[config.mk]
export PLATFORM = sky130hd
export DESIGN_NAME = comp_serial_nbit_flat
export DESIGN_NICKNAME = d
export VERILOG_FILES = /design/src/rtl/comp_serial_nbit_if.sv /design/src/rtl/comp_serial_nbit.sv /design/src/flat_wrapper.sv
export SDC_FILE = /design/constraint.sdc
export NUM_CORES = 1
export LEC_CHECK = 0
export BUFFER_PORTS_ARGS = -buffer_cell sky130_fd_sc_hd__buf_2
export CORE_ASPECT_RATIO = 1.5
export CORE_MARGIN = 8
export CORE_UTILIZATION = 56
export CTS_CLUSTER_SIZE = 10
export DETAILED_ROUTE_END_ITERATION = 12
export PLACE_DENSITY_LB_ADDON = 0.15
export SYNTH_ARGS = -nofsm -noshare
export SYNTH_HDL_FRONTEND = slang
export SYNTH_SLANG_ARGS = --single-unit
[constraint.sdc]
create_clock -name clk -period 7 [get_ports clk]
set_clock_uncertainty 0.1 [all_clocks]
set_input_delay 1.4 -clock clk [delete_from_list [all_inputs] [get_ports clk]]
set_output_delay 1.4 -clock clk [all_outputs]
set_load 0.02 [all_outputs]
[src/rtl/comp_serial_nbit_if.sv]
// Operand/result bundle for comp_serial_nbit: valid/ready operand input,
// valid/ready one-hot result output.
interface comp_serial_nbit_if #(
  parameter int WIDTH = 8
);
  logic [WIDTH-1:0] a;
  logic [WIDTH-1:0] b;
  logic             in_valid;
  logic             in_ready;
  logic             out_valid;
  logic             out_ready;
  logic             ahigher;
  logic             alower;
  logic             asame;

  modport master (
    output a, b, in_valid, out_ready,
    input  in_ready, out_valid, ahigher, alower, asame
  );

  modport slave (
    input  a, b, in_valid, out_ready,
    output in_ready, out_valid, ahigher, alower, asame
  );
endinterface

[src/rtl/comp_serial_nbit.sv]
// Serial MSB-first magnitude comparator, DIGIT bits/clock, early exit; result after 1..WIDTH/DIGIT edges.
// Result held indefinitely until out_ready; operands accepted only in IDLE (one bubble after release).
module comp_serial_nbit #(
  parameter int WIDTH  = 8,
  parameter int DIGIT  = 2,
  parameter bit SIGNED = 1'b0
) (
  input logic               clk,
  input logic               rst,
  comp_serial_nbit_if.slave bus
);
  localparam int NDIG = WIDTH / DIGIT;
  localparam int IW   = (NDIG > 1) ? $clog2(NDIG) : 1;

  if ((DIGIT < 1) || (DIGIT > WIDTH) || ((WIDTH % DIGIT) != 0)) begin : g_bad_param
    $error("comp_serial_nbit: WIDTH must be a positive multiple of DIGIT");
  end

  typedef enum logic [1:0] {
    S_IDLE = 2'd0,
    S_RUN  = 2'd1,
    S_DONE = 2'd2
  } state_t;

  state_t           state_q, state_d;
  logic [WIDTH-1:0] a_q, a_d;
  logic [WIDTH-1:0] b_q, b_d;
  logic [IW-1:0]    idx_q, idx_d;
  logic [2:0]       res_q, res_d;
  logic [DIGIT-1:0] dig_a, dig_b;

  assign dig_a = a_q[WIDTH-1 -: DIGIT];
  assign dig_b = b_q[WIDTH-1 -: DIGIT];

  always_comb begin
    state_d = state_q;
    a_d     = a_q;
    b_d     = b_q;
    idx_d   = idx_q;
    res_d   = res_q;
    case (state_q)
      S_IDLE: begin
        if (bus.in_valid) begin
          // Flipping both sign bits turns two's-complement order into unsigned order.
          a_d            = bus.a;
          b_d            = bus.b;
          a_d[WIDTH-1]   = bus.a[WIDTH-1] ^ SIGNED;
          b_d[WIDTH-1]   = bus.b[WIDTH-1] ^ SIGNED;
          idx_d          = IW'(NDIG - 1);
          state_d        = S_RUN;
        end
      end
      S_RUN: begin
        if (dig_a > dig_b) begin
          res_d   = 3'b100;
          state_d = S_DONE;
        end else if (dig_a < dig_b) begin
          res_d   = 3'b010;
          state_d = S_DONE;
        end else if (idx_q == '0) begin
          res_d   = 3'b001;
          state_d = S_DONE;
        end else begin
          a_d   = a_q << DIGIT;
          b_d   = b_q << DIGIT;
          idx_d = idx_q - IW'(1);
        end
      end
      S_DONE: begin
        if (bus.out_ready) begin
          res_d   = 3'b000;
          state_d = S_IDLE;
        end
      end
      default: begin
        res_d   = 3'b000;
        state_d = S_IDLE;
      end
    endcase
  end

  always_ff @(posedge clk) begin
    if (rst) begin
      state_q <= S_IDLE;
      res_q   <= 3'b000;
    end else begin
      state_q <= state_d;
      res_q   <= res_d;
    end
    a_q   <= a_d;
    b_q   <= b_d;
    idx_q <= idx_d;
  end

  assign bus.in_ready  = (state_q == S_IDLE);
  assign bus.out_valid = (state_q == S_DONE);
  assign {bus.ahigher, bus.alower, bus.asame} = res_q;
endmodule
[src/flat_wrapper.sv]
// flat-port wrapper written by rule: the top's interface ports become plain ports
module comp_serial_nbit_flat 
#(
  parameter int WIDTH  = 8,
  parameter int DIGIT  = 2,
  parameter bit SIGNED = 1'b0
)
  (clk, rst, bus_a, bus_b, bus_in_valid, bus_out_ready, bus_in_ready, bus_out_valid, bus_ahigher, bus_alower, bus_asame);
  comp_serial_nbit_if #(.WIDTH(WIDTH)) bus_i ();
  input logic clk;
  input logic rst;
  input wire logic [$bits(bus_i.a)-1:0] bus_a;
  input wire logic [$bits(bus_i.b)-1:0] bus_b;
  input wire logic [$bits(bus_i.in_valid)-1:0] bus_in_valid;
  input wire logic [$bits(bus_i.out_ready)-1:0] bus_out_ready;
  output wire logic [$bits(bus_i.in_ready)-1:0] bus_in_ready;
  output wire logic [$bits(bus_i.out_valid)-1:0] bus_out_valid;
  output wire logic [$bits(bus_i.ahigher)-1:0] bus_ahigher;
  output wire logic [$bits(bus_i.alower)-1:0] bus_alower;
  output wire logic [$bits(bus_i.asame)-1:0] bus_asame;
  assign bus_i.a = bus_a;
  assign bus_i.b = bus_b;
  assign bus_i.in_valid = bus_in_valid;
  assign bus_i.out_ready = bus_out_ready;
  assign bus_in_ready = bus_i.in_ready;
  assign bus_out_valid = bus_i.out_valid;
  assign bus_ahigher = bus_i.ahigher;
  assign bus_alower = bus_i.alower;
  assign bus_asame = bus_i.asame;
  comp_serial_nbit #(.WIDTH(WIDTH), .DIGIT(DIGIT), .SIGNED(SIGNED)) u_core (.clk(clk), .rst(rst), .bus(bus_i));
endmodule
==> summary.txt <==
Logic synthesis
  • Syn Nets: 103
  • Asr flop ratio synth: 0
  • Mapped Cells: 80
  • Yosys warning count: 0
  • Primary FF master, synth: edfxtp_1
  • FF+latch count, synth: 23
  • Post-synth cell types: 28
  • Synth Area per Inst: 14.3 sq um
  • Post-synth EDFFs: 18
  • Leading area contributor after synthesis: edfxtp_1
  • Top-area cell type share of the netlist area: 0.473
  • Synth Cell Area: 1140 sq um
  • Seq/Total Area, Yosys: 0.561
  • Most common cell in the synthesized netlist: edfxtp_1
  • Top post-synthesis cells by area: edfxtp_1 (47%), mux2_4 (16%), dfxtp_1 (8.8%)
  • Post-synth top cells: edfxtp_1 (18), mux2_4 (12), inv_1 (8), dfxtp_1 (5), nand2b_1 (4)

Worst setup path
  • CP max stage cell: dfxtp_1
  • Crit path largest cell delay: 0.52 ns
  • Worst r2r src: u_core.a_q[7]
  • Cell chain of the critical path: and2b_2, buf_2
  • Worst R2R Setup Slack: 5.10 ns
  • CP Launch Type: register
  • Reg2Reg Capture Point: u_core.b_q[0]
  • Kind of critical path: reg -> out
  • Setup crit end: bus_out_valid
  • Worst path top cell family by delay: flip-flops
  • WP buf/inv: 1
  • Worst path depth: 2
  • Max FO, Critical Path: 8
  • CP required: 5.50 ns
  • CP startpoint: u_core.state_q[1]
  • Critical Path Sink Type: output pin
  • CP arrival: 1.19 ns
  • Worst R2R Path Depth: 5

Clocking
  • Post-CTS Hold Fix Bufs: 0
  • Post-CTS resize count: 0
  • Sink Count: 23
  • CTS root buffer: clkbuf_4
  • Worst-skew pair later-pin latency: 0.30 ns
  • CTS clk-pin slew, worst paths: 0.11 ns
  • # H-tree levels: 1
  • Cts bufs inserted: 3
  • Post-CTS setup buffer count: 0
  • Clock Tree Buf Depth: 2
  • TritonCTS clock tree: built

Floorplan
  • Ports: 25
  • Die height: 71.3 um
  • Die width: 52.9 um
  • Die ar.: 3770 sq um
  • Initial Util: 0.578
  • Core Region: 1980 sq um
  • Num rows: 20

GRT
  • Via count of the first global-routing pass: 721
  • Largest net degree at the start of global routing: 22
  • Total congestion overflow: 0
  • Gr usage total: 0.107
  • First-pass GRT wire length: 3100 um
  • Initial antenna violation count: 0

STA
  • Setup violators final: 0
  • Setup TNS Final: 0 ns
  • Slew HR: 0.552
  • Fin. Hold Viols: 0
  • Worst slew pin tran: 0.670 ns
  • RSZ-0062 raised after global routing: no
  • Slew Limit Fails: 0
  • F_max: 0.372 GHz
  • Fin crit share: 0.384
  • Fin crit period: 2.69 ns

Routing
  • Via count: 689
  • Drt initial violations: 12
  • DR pass1 iterations: 3
  • Routed WL per cell: 14.1 um
  • Post-DRT Antenna Nets: 0
  • DR vias/cell: 5.38
  • WL final: 1800 um
  • Number of remaining DRC errors: 0

Power
  • Maximum resistive drop on vdd: 131 uV
  • Leak Pwr: 0.546 nW
  • Pwr per Cell Area: 223 nW/um^2

Placement
  • Routability cong.: 0.717
  • IO Port Bufs: 24
  • Placed cell area: 1270 sq um

Cells and area
  • Area grow syn2layout: 13.1%
  • FF/Latch Area: 641 sq um
  • Final instance area: 1290 sq um
  • Multi-input gate area: 440 sq um
  • Ant. Diodes: 0
  • Fillers: 165
  • Nets: 130
  • Layout cells sized above 1: 0.415

Hold path
  • Min-delay src: u_core.res_q[0]
  • Worst Hold Class: reg -> reg

Run status
  • Status: finished clean

Run
  • Max-cap violations: 0
[kinds of logic (layout without fill, tap and decap cells)]
family                   Yosys count  count (layout)  share of synthesized area
adder cells (fa/ha/maj)            3               3                     0.0329
AO/OA/AOI/OAI                     10              10                     0.0756
multiplexers                      12              12                      0.158
AND/OR/NAND/NOR                   21              21                      0.119
buffers and inverters             11              37                     0.0537
flip-flops                        23              23                      0.561
[stage by stage]
stage	setup slack, ns	hold WS [ns]	power, mW	std cells	utilization
2_1_floorplan	4.15	0.422	0.219	80	-
3_3_place_gp	4.52	0.356	0.231	124	0.641
3_5_place_dp	4.50	0.362	0.233	124	0.641
4_1_cts	4.29	0.381	0.293	128	0.654
5_1_grt	4.24	0.423	0.302	128	0.654
6_report	4.31	0.378	0.288	128	0.654
[layout make-up]
type / instances / area share
well taps: 22 / 0.0213
flip-flops and latches: 23 / 0.496
inverters: 8 / 0.0232
multi-input cells: 46 / 0.341
repair buffers: 25 / 0.0987
clock buffers: 4 / 0.0203
[state kept, by name, indices dropped and copies added, names as in the netlist]
signal / flops
u_core.a_q: 8
u_core.b_q: 8
u_core.idx_q: 2
u_core.res_q: 3
u_core.state_q: 2
[metal layers]
layer | wire, um | up-vias | global-route usage
met5 | 0 | - | 0
met4 | 40 | 0 | 0.0607
met3 | 120 | 4 | 0.0393
met2 | 910 | 16 | 0.168
met1 | 729 | 330 | 0.118
li1 | - | 339 | -
[report_power, final]
| group | internal (mW) | switching, mW | total (mW) | leakage, nW |
|---|---|---|---|---|
| sequential | 0.165 | 0.00578 | 0.171 | 0.211 |
| clock | 0.0222 | 0.0367 | 0.0589 | 0.0150 |
| combinational | 0.0290 | 0.0285 | 0.0574 | 0.320 |
[worst reg2reg max path: stages (launching register included)]
cell	delay [ns]
edfxtp_1	0.41
ha_1	0.30
and2_1	0.25
a41oi_1	0.17
nor2_1	0.12
buf_4	0.26
[how the worst min path moves through the flow]
stage                 endpoint  slack, ns  cells past startpoint
2_1_floorplan  u_core.idx_q[0]       0.42                      1
3_3_place_gp   u_core.res_q[0]       0.36                      2
3_5_place_dp   u_core.res_q[0]       0.36                      2
4_1_cts        u_core.res_q[0]       0.38                      2
5_1_grt        u_core.res_q[0]       0.42                      2
6_report       u_core.res_q[0]       0.38                      2
[cell usage in the layout (no fill, tap or decap), drive strengths merged]
cell type  Yosys  final
inv            8      8
a21oi          3      3
ha             3      3
nand2          2      2
mux2          12     12
edfxtp        18     18
nand2b         4      4
a311o          1      1
a31oi          1      1
a41oi          2      2
buf            3     25
o32ai          1      1
nor3           1      1
and2           1      1
clkbuf         0      4
o2bb2ai        1      1
and2b          4      4
dfxtp          5      5
or2b           1      1
nor2           2      2
o21ai          1      1
nand4          1      1
nor2b          4      4
nor3b          1      1
Note: power is estimated with default switching activity, not from simulation.
